<file path="src/rtl/llsc_ctrl.sv">
`default_nettype none
// +--------------------------------------------------------------------------+
// | Module   : llsc_ctrl                                                     |
// | Purpose  : MIPS LL/SC sequencer for the EXE/MEM stage. Owns the LLbit    |
// |            and link address, issues the LL load / SC store on a req/ack  |
// |            data-memory port and returns the rt write-back value.         |
// | Options  : LLSC_SNOOP_EN - when defined, stores reported on snoop_* that |
// |            hit the linked granule break the link. When undefined the     |
// |            snoop ports are ignored.                                      |
// | Revision : 1.0 - initial release                                         |
// +--------------------------------------------------------------------------+
module llsc_ctrl #(
  parameter int ADDR_W   = 32,
  parameter int DATA_W   = 32,
  parameter int GRAN     = 2,
  parameter int LINK_TTL = 1023
) (
  input  logic              clk,
  input  logic              rst_n,
  input  logic              flush,
  input  logic              ll_req,
  input  logic              sc_req,
  input  logic [ADDR_W-1:0] addr,
  input  logic [DATA_W-1:0] wdata,
  output logic              busy_o,
  output logic              mem_req,
  output logic              mem_we,
  output logic [ADDR_W-1:0] mem_addr,
  output logic [DATA_W-1:0] mem_wdata,
  input  logic              mem_ack,
  input  logic [DATA_W-1:0] mem_rdata,
  output logic              resp_valid,
  output logic [DATA_W-1:0] resp_data,
  output logic              ll_bit_o,
  input  logic              snoop_valid,
  input  logic [ADDR_W-1:0] snoop_addr
);

  // TTL counter sized to hold LINK_TTL; a disabled TTL keeps a 1-bit stub.
  localparam int               c_ttl_w    = (LINK_TTL > 0) ? $clog2(LINK_TTL + 1) : 1;
  localparam bit               c_ttl_en   = (LINK_TTL > 0);
  localparam logic [c_ttl_w-1:0] c_ttl_max  = c_ttl_w'(LINK_TTL);
  localparam logic [c_ttl_w-1:0] c_ttl_last = c_ttl_w'((LINK_TTL > 0) ? LINK_TTL - 1 : 0);

  typedef enum logic [1:0] {
    ST_IDLE   = 2'd0,
    ST_LL_MEM = 2'd1,
    ST_SC_MEM = 2'd2,
    ST_RESP   = 2'd3
  } state_t;

  state_t                r_state;
  logic                  r_squash;     // flush seen while the bus op was in flight
  logic                  r_resp_valid;
  logic [DATA_W-1:0]     r_resp_data;
  logic                  r_mem_req;
  logic                  r_mem_we;
  logic [ADDR_W-1:0]     r_mem_addr;
  logic [DATA_W-1:0]     r_mem_wdata;
  logic                  r_ll_bit;
  logic [ADDR_W-1:GRAN]  r_link_tag;
  logic [c_ttl_w-1:0]    r_ttl;

  logic w_idle;
  logic w_accept_ll;
  logic w_accept_sc;
  logic w_sc_ok;
  logic w_snoop_hit;
  logic w_ll_done;
  logic w_sc_done;
  logic w_ttl_expire;

`ifdef LLSC_SNOOP_EN
  // Only the granule-aligned part of the address takes part in the compare.
  assign w_snoop_hit = snoop_valid && (snoop_addr[ADDR_W-1:GRAN] == r_link_tag);

  generate
    if (GRAN > 0) begin : g_snoop_lsb
      logic w_unused_snoop_lsb;
      assign w_unused_snoop_lsb = ^snoop_addr[GRAN-1:0];
    end
  endgenerate
`else
  assign w_snoop_hit = 1'b0;

  logic w_unused_snoop;
  assign w_unused_snoop = ^{snoop_valid, snoop_addr, r_link_tag};
`endif

  // A flush in the request cycle swallows the request; LL beats SC when both arrive.
  assign w_idle      = (r_state == ST_IDLE);
  assign w_accept_ll = w_idle && ll_req && !flush;
  assign w_accept_sc = w_idle && sc_req && !ll_req && !flush;

  // The SC outcome is decided here, once; a snoop hitting in this cycle fails it.
  assign w_sc_ok     = r_ll_bit && !w_snoop_hit;

  assign w_ll_done   = (r_state == ST_LL_MEM) && mem_ack;
  assign w_sc_done   = (r_state == ST_SC_MEM) && mem_ack;

  // Link expires after LINK_TTL cycles with the LLbit set.
  assign w_ttl_expire = c_ttl_en && r_ll_bit && (r_ttl == c_ttl_last);

  assign busy_o     = !w_idle || w_accept_ll || w_accept_sc;
  assign mem_req    = r_mem_req;
  assign mem_we     = r_mem_we;
  assign mem_addr   = r_mem_addr;
  assign mem_wdata  = r_mem_wdata;
  // A flush landing in the response cycle kills the write-back.
  assign resp_valid = r_resp_valid && !flush;
  assign resp_data  = r_resp_data;
  assign ll_bit_o   = r_ll_bit;

  // Sequencer: accept LL/SC, hold the bus request until ack, emit one response.
  always_ff @(posedge clk or negedge rst_n) begin
    if (!rst_n) begin
      r_state      <= ST_IDLE;
      r_squash     <= 1'b0;
      r_resp_valid <= 1'b0;
      r_resp_data  <= '0;
      r_mem_req    <= 1'b0;
      r_mem_we     <= 1'b0;
      r_mem_addr   <= '0;
      r_mem_wdata  <= '0;
    end else begin
      r_resp_valid <= 1'b0;
      case (r_state)
        ST_IDLE: begin
          r_squash <= 1'b0;
          if (w_accept_ll) begin
            r_state     <= ST_LL_MEM;
            r_mem_req   <= 1'b1;
            r_mem_we    <= 1'b0;
            r_mem_addr  <= addr;
            r_mem_wdata <= '0;
          end else if (w_accept_sc && w_sc_ok) begin
            r_state     <= ST_SC_MEM;
            r_mem_req   <= 1'b1;
            r_mem_we    <= 1'b1;
            r_mem_addr  <= addr;
            r_mem_wdata <= wdata;
          end else if (w_accept_sc) begin
            // Link already broken: fail without touching memory.
            r_state      <= ST_RESP;
            r_resp_valid <= 1'b1;
            r_resp_data  <= '0;
          end
        end

        ST_LL_MEM, ST_SC_MEM: begin
          // The bus transaction always runs to completion, even after a flush.
          if (flush) begin
            r_squash <= 1'b1;
          end
          if (mem_ack) begin
            r_mem_req <= 1'b0;
            if (flush || r_squash) begin
              r_state <= ST_IDLE;
            end else begin
              r_state      <= ST_RESP;
              r_resp_valid <= 1'b1;
              r_resp_data  <= (r_state == ST_LL_MEM) ? mem_rdata : DATA_W'(1);
            end
          end
        end

        ST_RESP: begin
          r_state <= ST_IDLE;
        end

        default: begin
          r_state <= ST_IDLE;
        end
      endcase
    end
  end

  // LLbit, link address and TTL: flush > LL set > SC/snoop/TTL clear.
  always_ff @(posedge clk or negedge rst_n) begin
    if (!rst_n) begin
      r_ll_bit   <= 1'b0;
      r_link_tag <= '0;
      r_ttl      <= '0;
    end else begin
      if (flush) begin
        r_ll_bit <= 1'b0;
      end else if (w_ll_done && !r_squash) begin
        r_ll_bit   <= 1'b1;
        r_link_tag <= r_mem_addr[ADDR_W-1:GRAN];
      end else if (w_sc_done || w_snoop_hit || w_ttl_expire) begin
        r_ll_bit <= 1'b0;
      end

      if (!flush && w_ll_done && !r_squash) begin
        r_ttl <= '0;
      end else if (r_ll_bit && (r_ttl != c_ttl_max)) begin
        r_ttl <= r_ttl + 1'b1;
      end
    end
  end

endmodule
`default_nettype wire

</file>
<file path="config.mk">
export PLATFORM = sky130hd
export DESIGN_NAME = llsc_ctrl
export DESIGN_NICKNAME = d
export VERILOG_FILES = /design/src/rtl/llsc_ctrl.sv
export SDC_FILE = /design/constraint.sdc
export NUM_CORES = 1
export LEC_CHECK = 0
export CAP_MARGIN = 20
export CORE_MARGIN = 10
export CORE_UTILIZATION = 37
export CTS_CLUSTER_DIAMETER = 50
export DETAILED_ROUTE_END_ITERATION = 16
export MAX_ROUTING_LAYER = met4
export PLACE_DENSITY = 0.89
export REMOVE_ABC_BUFFERS = 1
export SLEW_MARGIN = 0
export SYNTH_ARGS = -nofsm -noshare
export SYNTH_HDL_FRONTEND = slang
export SYNTH_SLANG_ARGS = --single-unit
</file>
<file path="constraint.sdc">
create_clock -name clk -period 1.8 [get_ports clk]
set_input_delay 0.36 -clock clk [delete_from_list [all_inputs] [get_ports clk]]
set_output_delay 0.36 -clock clk [all_outputs]
set_load 0.02 [all_outputs]
</file>
# == After elaboration in Yosys (flattened, before gate mapping) ==
# Cells that the tools add are included.
# op_classes
add_sub_neg,1
muxes,35
n_reduce_logical,33
n_eq_ne,13
# op_table
op,count
2-to-1 mux 32 bit,10
case mux 32 bit (2 select lines),1
2-to-1 mux 10 bit,2
logical AND 1 bit,14
2-to-1 mux 1 bit,13
"adder 10 x 1 -> 10 bit, second input constant",1
"== test 10 bit, second input constant",1
2-to-1 mux 2 bit,5
"!= test 10 bit, second input constant",1
"!= test 2 bit, second input constant",5
case mux 1 bit (2 select lines),3
case mux 2 bit (3 select lines),1
AND reduction 2 bit,3
AND reduction 6 bit,1
nonzero test 2 bit,3
"== test 2 bit, second input constant",2
zero test 1 bit,4
logical OR 1 bit,4
"!= test 4 x 1 -> 1 bit, second input constant",1
"!= test 3 x 1 -> 1 bit, second input constant",1
AND reduction 3 bit,1
nonzero test 3 bit,1
"== test 2 x 1 -> 1 bit, second input constant",1
zero test 2 bit,1
other kinds (2),2
# word_totals
elab_cells,92
out_inout_bits,101
reg_bits,113

# == Longest topological paths before layout ==
# depth
depth_word,8
mapped_depth,9

# == Least setup slack after synthesis ==
# Ideal clock, no wire load.
# synth_timing
kind,reg-to-reg
startpoint,register r_state[0]
endpoint,"register r_mem_wdata[0], in the netlist mem_wdata[0]"
setup_time_ps,121
n_path_buf,3
stages_incl_launch_ff,9
setup_slack_ps,-15
arrival_time_ps,1694
required_time_ps,1679
cell_sequence,dfrtp_1 -> inv_1 -> ha_1 -> buf_2 -> inv_1 -> or3_1 -> buf_2 -> buf_1 -> a22o_1
# synth_via
elab_chain_len,7
word_cells_on_any_way,10
classes_between,mux: 1; reduce/logical: 9
# synth_lines
element,line,source
from (decl),52,state_t r_state;
from (signal assigned),117,r_state <= ST_IDLE;
from (signal assigned),131,r_state <= ST_LL_MEM;
from (signal assigned),137,r_state <= ST_SC_MEM;
zero test 2 bit *,"91, 127",
logical AND 1 bit (3 in series),93,assign w_accept_sc = w_idle && sc_req && !ll_req && !flush;
logical AND 1 bit,136,end else if (w_accept_sc && w_sc_ok) begin
nonzero test 2 bit (no line),--,
AND reduction 2 bit (no line),--,
to (signal assigned),141,r_mem_wdata <= wdata;
to (decl),59,logic [DATA_W-1:0] r_mem_wdata;
# Every way passes the cells marked *; elsewhere a longest branch is shown, timed or not.
# A chain may end at the register's enable or synchronous reset.

# == Worst setup path in the final report ==
# layout_timing
startpoint,"register r_mem_addr[2], in the netlist mem_addr[2]"
endpoint,output mem_addr[2]
# layout_lines
element,line,source
from (decl),58,logic [ADDR_W-1:0] r_mem_addr;
from (signal assigned),134,r_mem_addr <= addr;
from (signal assigned),140,r_mem_addr <= addr;
to (decl),28,"output logic [ADDR_W-1:0] mem_addr,"
# No word-level cell between the ends.

==> results.cfg <==
[sta]
clock-skew-final_ns = 0.00706
slew-limit-headroom_pct = 57.9
rsz_0062_raised_after_global_routing = false
setup-violations-final = 0
max_freq_ghz = 0.568
max_slew_violation_count = 0
worst_slew_pin_slew_ns = 0.631
min_period_over_period_pct = 97.8
min_period_ns = 1.76
timing_hold_violations_final = 0
setup_tns_ns = 0

[synthesis]
post_synth_instance_area_mm2 = 0.00475
seq_total_area_yosys_pct = 59.5
netlist.top_cell.by_area = sky130_fd_sc_hd__dfrtp_1
synthesis.yosys.warnings = 0
post-synth-top-area-fraction_pct = 59.5
synth-edff-count = 0
synth_top_cells_by_area = sky130_fd_sc_hd__dfrtp_1, sky130_fd_sc_hd__nand2_1, sky130_fd_sc_hd__a22o_1, sky130_fd_sc_hd__o21ai_2, sky130_fd_sc_hd__buf_6
avg_inst_size_synth_um2 = 10.2
yosys.cell_types.count = 39
synthesis.instances = 464
yosys_register_bits = 113
ys.flop_type = sky130_fd_sc_hd__dfrtp_1
synth-async-reset-ratio_pct = 100

[clock_tree]
total_clock_buffers_created_by_cts = 17
clk-insertion-delay-late_ns = 0.41
cts.htree.levels = 4
maximum_number_of_buffers_from_clock_root_to_sink = 2
clkTransAtPathRegs_ns = 0.06
cts_tree = done
cts.root.buffer_cell = sky130_fd_sc_hd__clkbuf_16
cts.sinks = 113

[route]
detail_route.vias_per_cell = 5.05
dr_total_vias = 4423
wirelength_um = 16100
initialDrtViolationCount = 335
detailedRoute.firstPassIterationCount = 4
antenna_left = 0
detail_route.drc_violations = 0
detail_route.wl_per_cell_um = 18.4

[worst_setup_path]
worstPathBufferInverterCount = 1
worst_path_max_delay_cell = sky130_fd_sc_hd__clkdlybuf4s50_1
cp.required_ns = 1.44
path_delay_family = buffers and inverters
crit_arrival_ns = 1.40
critPathCaptureType = primary output
crit_type = register to primary output
max_stage_delay_ns = 0.63
worstSetupStartpointType = register
path_cells = clkdlybuf4s50_1
worst-path-max-fanout = 2

[floorplanning]
fp-row-count = 41
initial_core_util_pct = 37.7
design.core.area_mm2 = 0.0126
pin_count = 236
die_height_um = 133
die_area_mm2 = 0.0178
die_width_um = 133

[cells_and_area]
instances_no_fill = 875
final_nets = 832
antennaDiodeCount = 0
area_growth_pct = 66.2
post_route_cells_drive_above_1_share_pct = 15.1
num-fill-cells = 1023

[place]
portBuffers = 202
hpwlAfterDp_um = 11000
placedCellCount = 834
gp_congestion = 0.819

[global_routing]
grt_antenna_before_repair = 0
grt_pass1_wl_um = 24500
grt.met2_usage_pct = 30.4
vias_in_the_first_global_route = 4581
pin_count_of_the_biggest_net_entering_global_routing = 65
grt_util_all_layers_pct = 17.6
grtUsageMet1_pct = 18.5
grt_overflow = 0
gr-max-usage-layer = met2
groute.layer.met3.usage_pct = 5.41

[outcome]
run_status = completed

[worst_hold_path]
timing.hold.worst.class = register to register

[flow_run]
max-cap-violations = 0

[power]
total_power_uw = 12700
power_density_mw_per_mm2 = 1600
irDropWorstVdd_mv = 0.543
power_leakage_uw = 0.00382
-- power by group --
group | total (uW) | internal [uW] | switching, uW
clock | 3280 | 2070 | 1210
sequential | 3890 | 3360 | 534
combinational | 5480 | 2540 | 2940
-- cell families after synthesis --
| family | share of synthesized area [%] |
|---|---|
| adders and majority gates | 1.58 |
| and+or+nand+nor | 18.3 |
| AOI/OAI and AO/OA | 15.8 |
| DFF | 59.5 |
| xor gates and xnor gates | 0.184 |
| buffers and inverters | 4.45 |
| muxes | 0.211 |
-- placed cells by master (no fill, tap or decap), types with 4 or more instances in the layout --
master | Yosys | final
sky130_fd_sc_hd__clkbuf_16 | 0 | 20
sky130_fd_sc_hd__clkdlybuf4s50_1 | 0 | 181
sky130_fd_sc_hd__buf_4 | 0 | 24
sky130_fd_sc_hd__nand2_1 | 166 | 166
sky130_fd_sc_hd__buf_6 | 8 | 4
sky130_fd_sc_hd__o31ai_1 | 6 | 6
sky130_fd_sc_hd__o21ai_1 | 4 | 4
sky130_fd_sc_hd__clkinvlp_4 | 0 | 4
sky130_fd_sc_hd__nand3_1 | 7 | 7
sky130_fd_sc_hd__dlymetal6s2s_1 | 0 | 16
sky130_fd_sc_hd__inv_1 | 7 | 5
sky130_fd_sc_hd__o21ai_2 | 28 | 28
sky130_fd_sc_hd__dfrtp_1 | 113 | 113
sky130_fd_sc_hd__a21oi_1 | 10 | 10
sky130_fd_sc_hd__nor2_1 | 10 | 10
sky130_fd_sc_hd__ha_1 | 6 | 5
sky130_fd_sc_hd__buf_12 | 0 | 5
sky130_fd_sc_hd__o21ai_0 | 5 | 5
sky130_fd_sc_hd__a22o_1 | 33 | 33
-- metrics by stage --
stage | setup slack [ns] | util [%] | area [um2] | hold slack, ns
after floorplan | -1.09 | - | 4570 | 0.0644
after global placement | -0.326 | 56.1 | 7070 | 0.383
after detailed placement | -0.391 | 56.1 | 7070 | 0.393
after CTS | 0.00805 | 61.2 | 7730 | 0.465
after global routing | 0.000359 | 62.6 | 7900 | 0.481
final | 0.0393 | 62.6 | 7900 | 0.471
-- synthesized netlist by cell type, types with 3 or more instances --
cell	count
sky130_fd_sc_hd__nand2_1	166
sky130_fd_sc_hd__dfrtp_1	113
sky130_fd_sc_hd__a22o_1	33
sky130_fd_sc_hd__o21ai_2	28
sky130_fd_sc_hd__clkbuf_1	14
sky130_fd_sc_hd__a21oi_1	10
sky130_fd_sc_hd__nor2_1	10
sky130_fd_sc_hd__buf_6	8
sky130_fd_sc_hd__buf_2	7
sky130_fd_sc_hd__inv_1	7
sky130_fd_sc_hd__nand3_1	7
sky130_fd_sc_hd__ha_1	6
sky130_fd_sc_hd__o31ai_1	6
sky130_fd_sc_hd__o21ai_0	5
sky130_fd_sc_hd__o21ai_1	4
sky130_fd_sc_hd__or3_1	4
sky130_fd_sc_hd__and3_1	3
sky130_fd_sc_hd__nand4_1	3
sky130_fd_sc_hd__nor3_1	3
sky130_fd_sc_hd__or4_1	3
-- final cells by class --
cell class,instances,area (um2),area share [%]
Inverter,7,26.3,0.333
Clock buffer,19,443,5.61
Timing Repair Buffer,239,2480,31.4
Tap cell,172,215,2.73
Clock inverter,12,135,1.71
Sequential cell,113,2830,35.8
Multi-Input combinational cell,313,1770,22.4
-- repair_timing --
| item | in CTS | in global routing |
|---|---|---|
| cloned | 1 | 6 |
| hold buffers | 1 | 0 |
| pin swaps | 0 | 2 |
| setup buffers | 0 | 2 |
| endpoints found under the hold margin | 62 | 0 |
| setup endpoints to repair | 87 | 99 |
| resized for setup | 12 | 23 |
-- worst paths after layout --
kind                                          start                   endpoint  slack, ns  cells after the start
max                         mem_addr[2]$_DFFE_PN0P_                mem_addr[2]       0.04                      1
min                        mem_addr[23]$_DFFE_PN0P_   mem_addr[23]$_DFFE_PN0P_       0.47                      2
max reg2reg                  r_state[1]$_DFFE_PN0P_  mem_wdata[25]$_DFFE_PN0P_       0.08                      6
min reg2reg                mem_addr[23]$_DFFE_PN0P_   mem_addr[23]$_DFFE_PN0P_       0.47                      2
max in group asynchronous                     rst_n  resp_data[10]$_DFFE_PN0P_       0.70                      3
min in group asynchronous                     rst_n    mem_addr[8]$_DFFE_PN0P_       0.52                      3
-- layer usage --
metal	up-vias	part of all wire (%)
li1	2024	-
met1	2181	38
met2	190	53
met3	28	6.5
met4	0	2.4
met5	-	0
-- sequential cells by signal, indices dropped and copies added, names as in the netlist --
register,count
mem_req,1
r_state,2
r_resp_valid,1
resp_data,32
ll_bit_o,1
mem_we,1
mem_addr,32
r_ttl,10
mem_wdata,32
r_squash,1
Power figures use the tool's default switching activity.
